<file path="src/rtl/pipe_stage_skid.sv">
// Pipeline-stage register with a two-entry skid buffer.
// MAIN drives out_*; SKID absorbs the one extra entry that can arrive in the
// cycle downstream stalls, so in_ready is a flop and never depends on out_ready.
// Also provides synchronous flush and a saturating back-pressure counter.
module pipe_stage_skid #(
    parameter int LANES          = 2,
    parameter int LANE_W         = 32,
    parameter bit CLEAR_ON_FLUSH = 1'b1,
    parameter int CNT_W          = 16
) (
    input  logic                    clk,
    input  logic                    rst,
    input  logic                    in_valid,
    output logic                    in_ready,
    input  logic [LANES-1:0]        in_lane_valid,
    input  logic [LANES*LANE_W-1:0] in_data,
    output logic                    out_valid,
    input  logic                    out_ready,
    output logic [LANES-1:0]        out_lane_valid,
    output logic [LANES*LANE_W-1:0] out_data,
    input  logic                    flush,
    output logic [1:0]              occupancy,
    output logic [CNT_W-1:0]        bp_cnt,
    input  logic                    bp_clr
);

    localparam int DW = LANES * LANE_W;

    // Encoding doubles as the entry count driven on occupancy.
    typedef enum logic [1:0] {
        S_EMPTY = 2'd0,
        S_ONE   = 2'd1,
        S_TWO   = 2'd2
    } state_t;

    state_t           state, state_nxt;
    logic [DW-1:0]    main_data, main_data_nxt;
    logic [LANES-1:0] main_lane, main_lane_nxt;
    logic [DW-1:0]    skid_data, skid_data_nxt;
    logic [LANES-1:0] skid_lane, skid_lane_nxt;

    logic in_fire;
    logic out_fire;

    assign in_fire        = in_valid & in_ready;
    assign out_fire       = out_valid & out_ready;
    assign out_data       = main_data;
    assign out_lane_valid = main_lane;
    assign occupancy      = state;

    // Next-state and slot-update logic; flush overrides every handshake.
    // NOTE: every signal gets its hold value first so no path can infer a latch.
    always_comb begin
        state_nxt     = state;
        main_data_nxt = main_data;
        main_lane_nxt = main_lane;
        skid_data_nxt = skid_data;
        skid_lane_nxt = skid_lane;

        if (flush) begin
            state_nxt     = S_EMPTY;
            main_lane_nxt = '0;
            skid_lane_nxt = '0;
            if (CLEAR_ON_FLUSH) begin
                main_data_nxt = '0;
                skid_data_nxt = '0;
            end
        end else begin
            unique case (state)
                S_EMPTY: begin
                    if (in_fire) begin
                        state_nxt     = S_ONE;
                        main_data_nxt = in_data;
                        main_lane_nxt = in_lane_valid;
                    end
                end
                S_ONE: begin
                    if (in_fire && out_fire) begin
                        main_data_nxt = in_data;
                        main_lane_nxt = in_lane_valid;
                    end else if (in_fire) begin
                        state_nxt     = S_TWO;
                        skid_data_nxt = in_data;
                        skid_lane_nxt = in_lane_valid;
                    end else if (out_fire) begin
                        state_nxt     = S_EMPTY;
                        main_lane_nxt = '0;
                        if (CLEAR_ON_FLUSH) main_data_nxt = '0;
                    end
                end
                S_TWO: begin
                    // in_ready is low here, so only a pop can happen.
                    if (out_fire) begin
                        state_nxt     = S_ONE;
                        main_data_nxt = skid_data;
                        main_lane_nxt = skid_lane;
                        skid_lane_nxt = '0;
                        if (CLEAR_ON_FLUSH) skid_data_nxt = '0;
                    end
                end
                default: begin
                    state_nxt     = S_EMPTY;
                    main_lane_nxt = '0;
                    skid_lane_nxt = '0;
                end
            endcase
        end
    end

    // State and slot registers; handshake flags are decoded from the next state.
    // NOTE: payload slots are reset too, so out_data reads zero straight out of reset.
    always_ff @(posedge clk or posedge rst) begin
        if (rst) begin
            state     <= S_EMPTY;
            out_valid <= 1'b0;
            in_ready  <= 1'b1;
            main_data <= '0;
            main_lane <= '0;
            skid_data <= '0;
            skid_lane <= '0;
        end else begin
            // NOTE: non-blocking assignments keep every flop sampling pre-edge values.
            state     <= state_nxt;
            out_valid <= (state_nxt != S_EMPTY);
            in_ready  <= (state_nxt != S_TWO);
            main_data <= main_data_nxt;
            main_lane <= main_lane_nxt;
            skid_data <= skid_data_nxt;
            skid_lane <= skid_lane_nxt;
        end
    end

    // Saturating stall counter; clear beats increment, flush leaves it alone.
    always_ff @(posedge clk or posedge rst) begin
        if (rst) begin
            bp_cnt <= '0;
        end else if (bp_clr) begin
            bp_cnt <= '0;
        end else if (out_valid && !out_ready && !(&bp_cnt)) begin
            bp_cnt <= bp_cnt + 1'b1;
        end
    end

endmodule

</file>
<file path="config.mk">
export PLATFORM = sky130hd
export DESIGN_NAME = pipe_stage_skid
export DESIGN_NICKNAME = d
export VERILOG_FILES = /design/src/rtl/pipe_stage_skid.sv
export SDC_FILE = /design/constraint.sdc
export NUM_CORES = 1
export LEC_CHECK = 0
export ABC_AREA = 1
export CORE_MARGIN = 4
export CORE_UTILIZATION = 68
export DETAILED_ROUTE_END_ITERATION = 12
export DONT_BUFFER_PORTS = 1
export HOLD_SLACK_MARGIN = 0.08
export PLACE_DENSITY = 0.81
export SYNTH_ARGS = -nofsm -noshare
export SYNTH_HDL_FRONTEND = slang
export SYNTH_SLANG_ARGS = --single-unit
</file>
<file path="constraint.sdc">
create_clock -name clk -period 9.1 [get_ports clk]
set_input_delay 0.455 -clock clk [delete_from_list [all_inputs] [get_ports clk]]
set_output_delay 0.455 -clock clk [all_outputs]
set_load 0.05 [all_outputs]
</file>
==> reports/qor.txt <==
Warning count from the yosys run -> 0
Final-report hold violation count -> 0
Detailed-route wire length per cell -> 17.5 um
Count of filler cells inserted in the layout -> 698
Port-buffer cells -> 0
RSZ-0062 raised after global routing -> no
Total overflow reported by the global router -> 0
Post-synthesis async set-or-reset flop share -> 100%
Detailed-route DRC error count -> 0
Starting density of the core -> 70.4%
Arrival time worst endpoint -> 4.09 ns
DR iter-0 viols -> 838
Layout-stage area growth over the synthesis result -> 16.0%
H-tree depth -> 4
Adder and majority gate portion of the synthesized area -> 0.853%
Vias per Instance -> 5.94
Hold Crit Class -> in -> reg
Combinational family with the most area after synthesis -> simple AND/OR/NAND/NOR gates
Floorplan die width -> 112 um
Pin count of the biggest net entering global routing -> 89
Clock tree root buffer cell -> clkbuf_8
Worst EP required -> 9.52 ns
Synthesized-area fraction occupied by xor and xnor cells -> 0.597%
Boundary Pins -> 158
Full die area -> 0.0125 mm2
Reported leakage power -> 4.51 nW
Kind of critical path -> reg -> reg
Post-route fraction of the period consumed by the critical path -> 40.4%
Core outline area -> 0.0104 mm2
Final total power -> 0.00215 W
Global Route Usage Sum -> 33.0%
Number of standard cells after synthesis -> 984
Routability congestion estimate -> 0.859
Minimum clock period -> 3.67 ns
Post-layout utilization of the core -> 81.6%
Worst Hold Margin -> 0.0842 ns
Synth Area in Compound Gates -> 5.84%
Peak supply drop -> 0.199 mV
Deepest clock path buffer count -> 2
Post-Syn Area per Cell -> 7.45 um2
Mux share of post-synthesis cell area -> 0%
Number of pins exceeding their max-slew limit in the final report -> 0
Net count of the finished layout -> 1092
Setup crit end kind -> flop
Routed wire length -> 20300 um
Max-cap check violation count -> 0
Number of different library cells in the post-synthesis netlist -> 24
Pre-antenna DRT Iters -> 6
Post-synth net total -> 1061
Post-synthesis sequential element count -> 152
Clock-pin slew on the worst setup and hold paths -> 0.06 ns
HPWL after DPL -> 11400 um
Slew Limit Headroom -> 10.6%
Measured slew at the worst slew-check pin -> 1.34 ns
Standard-cell row count -> 37
Simple-Gate Fraction of Synth Area -> 35.9%
Syn Std Cell Area -> 0.00733 mm2
Via count -> 6909
Top library cells by usage in the layout, fill and taps aside -> nand2_1, dfrtp_1, nand3_1
Number of antenna violations at the first check in global routing -> 1
Ratio of cells with drive above 1 in the final layout -> 4.87%
Multi-input combinational cell area -> 0.00319 mm2
Setup clock skew after layout -> 0.00834 ns
Final setup violation count -> 0
Sink Count -> 152
Number of synthesized flops with an enable pin -> 0
Vias in the first global route -> 6877
Clock latency reported for the late side of the worst-skew pair -> 0.54 ns
Wire length of the first global-routing pass -> 33700 um
Maximum fanout along the worst path -> 66
FMAX -> 272 MHz
CTS tree -> done
Sequential cell area -> 0.00380 mm2
Pwr/cell area -> 252 mW/mm2
Element type at the critical path start -> flop
Sequential element share of the synthesized area -> 51.9%
Most common cell after layout, fill and taps aside -> nand2_1
Number of buffers inserted during clock tree synthesis -> 17
Height of the die -> 112 um
Leading register cell type out of synthesis -> dfrtp_1
Remaining antenna violation count -> 0
Result of the run -> finished, final reports clean
Final-layout setup total negative slack -> 0 ns
path summary, 6_finish.rpt:
kind                                    from       endpoint  slack (ns)  cells past startpoint
worst max-delay path            occupancy[0]    out_data[3]        5.43                     11
worst min-delay path             in_data[53]  skid_data[53]        0.08                      2
worst max register to register  occupancy[0]    out_data[3]        5.43                     11
worst min register to register  skid_data[3]   skid_data[3]        0.48                      2
max in group asynchronous                rst   skid_lane[0]        7.10                      3
min in group asynchronous                rst      bp_cnt[2]        0.50                      2
per-layer routing:
metal / track usage (%) / wire length [um]
met1: 41.1 / 7610
met3: 11.4 / 2190
met4: 11.0 / 541
met2: 54.3 / 10000
met5: 0 / 0
layout make-up:
cell class | instances | area share [%]
Inverter | 25 | 1.16
Antenna cell | 1 | 0.0294
Clock inverter | 11 | 1.72
Tap cell | 136 | 2.00
Sequential cell | 152 | 44.7
Timing Repair Buffer | 66 | 7.59
Multi-Input combinational cell | 753 | 37.5
Clock buffer | 20 | 5.24
flip-flops by register name, indices dropped and copies added (netlist names):
register	cells
bp_cnt	16
in_ready	1
occupancy	2
out_data	64
out_lane_valid	2
out_valid	1
skid_data	64
skid_lane	2
per-stage QoR:
step | area, um2 | setup slack, ns | cells
global placement | 7310 | 5.63 | 1072
finish | 8500 | 5.43 | 1164
floorplan | 7330 | 4.55 | 984
CTS | 8490 | 5.45 | 1162
detailed placement | 7310 | 5.47 | 1072
global route | 8500 | 5.16 | 1164
power breakdown:
group,internal (W),leakage (nW),total (W),switching (W)
sequential,0.000785,2.01,0.00110,0.000311
clock,0.000432,0.288,0.000713,0.000281
combinational,0.000102,2.21,0.000338,0.000236
critical path, stage by stage, from the launching register on:
cell     delay, ns
dfrtp_1       0.74
inv_1         0.18
ha_1          0.36
nor2_4        0.11
buf_4         0.57
nand3_1       0.20
nand2_2       0.24
buf_4         0.53
nor2_4        0.03
buf_4         0.36
nand2_1       0.15
nand2_1       0.07
kinds of logic (layout without fill, tap and decap cells):
family,after synthesis,count (layout)
adder cells (fa/ha/maj),5,5
AO/OA/AOI/OAI,83,83
AND/OR/NAND/NOR,660,660
other,0,1
XOR/XNOR,5,5
flip-flops,152,152
buffers and inverters,79,122
timing repair:
item,CTS,global route
gates resized for setup,0,0
buffers inserted,0,0
endpoints found under the setup margin,0,0
endpoints found under the hold margin,122,1
hold buffers,59,1
cells in the mapped netlist, drive strengths merged (2+ instances only):
cell	instances	area [um2]
nand4	13	81.3
nand2	533	2000
nor3	2	10.0
buf	21	145
nor2	30	123
ha	5	62.6
a21boi	2	15.0
dfrtp	151	3780
o21ai	77	385
xor2	5	43.8
nand3	81	410
o21bai	3	22.5
inv	24	90.1
clkbuf	33	124
(Power assumes the default switching activity.)
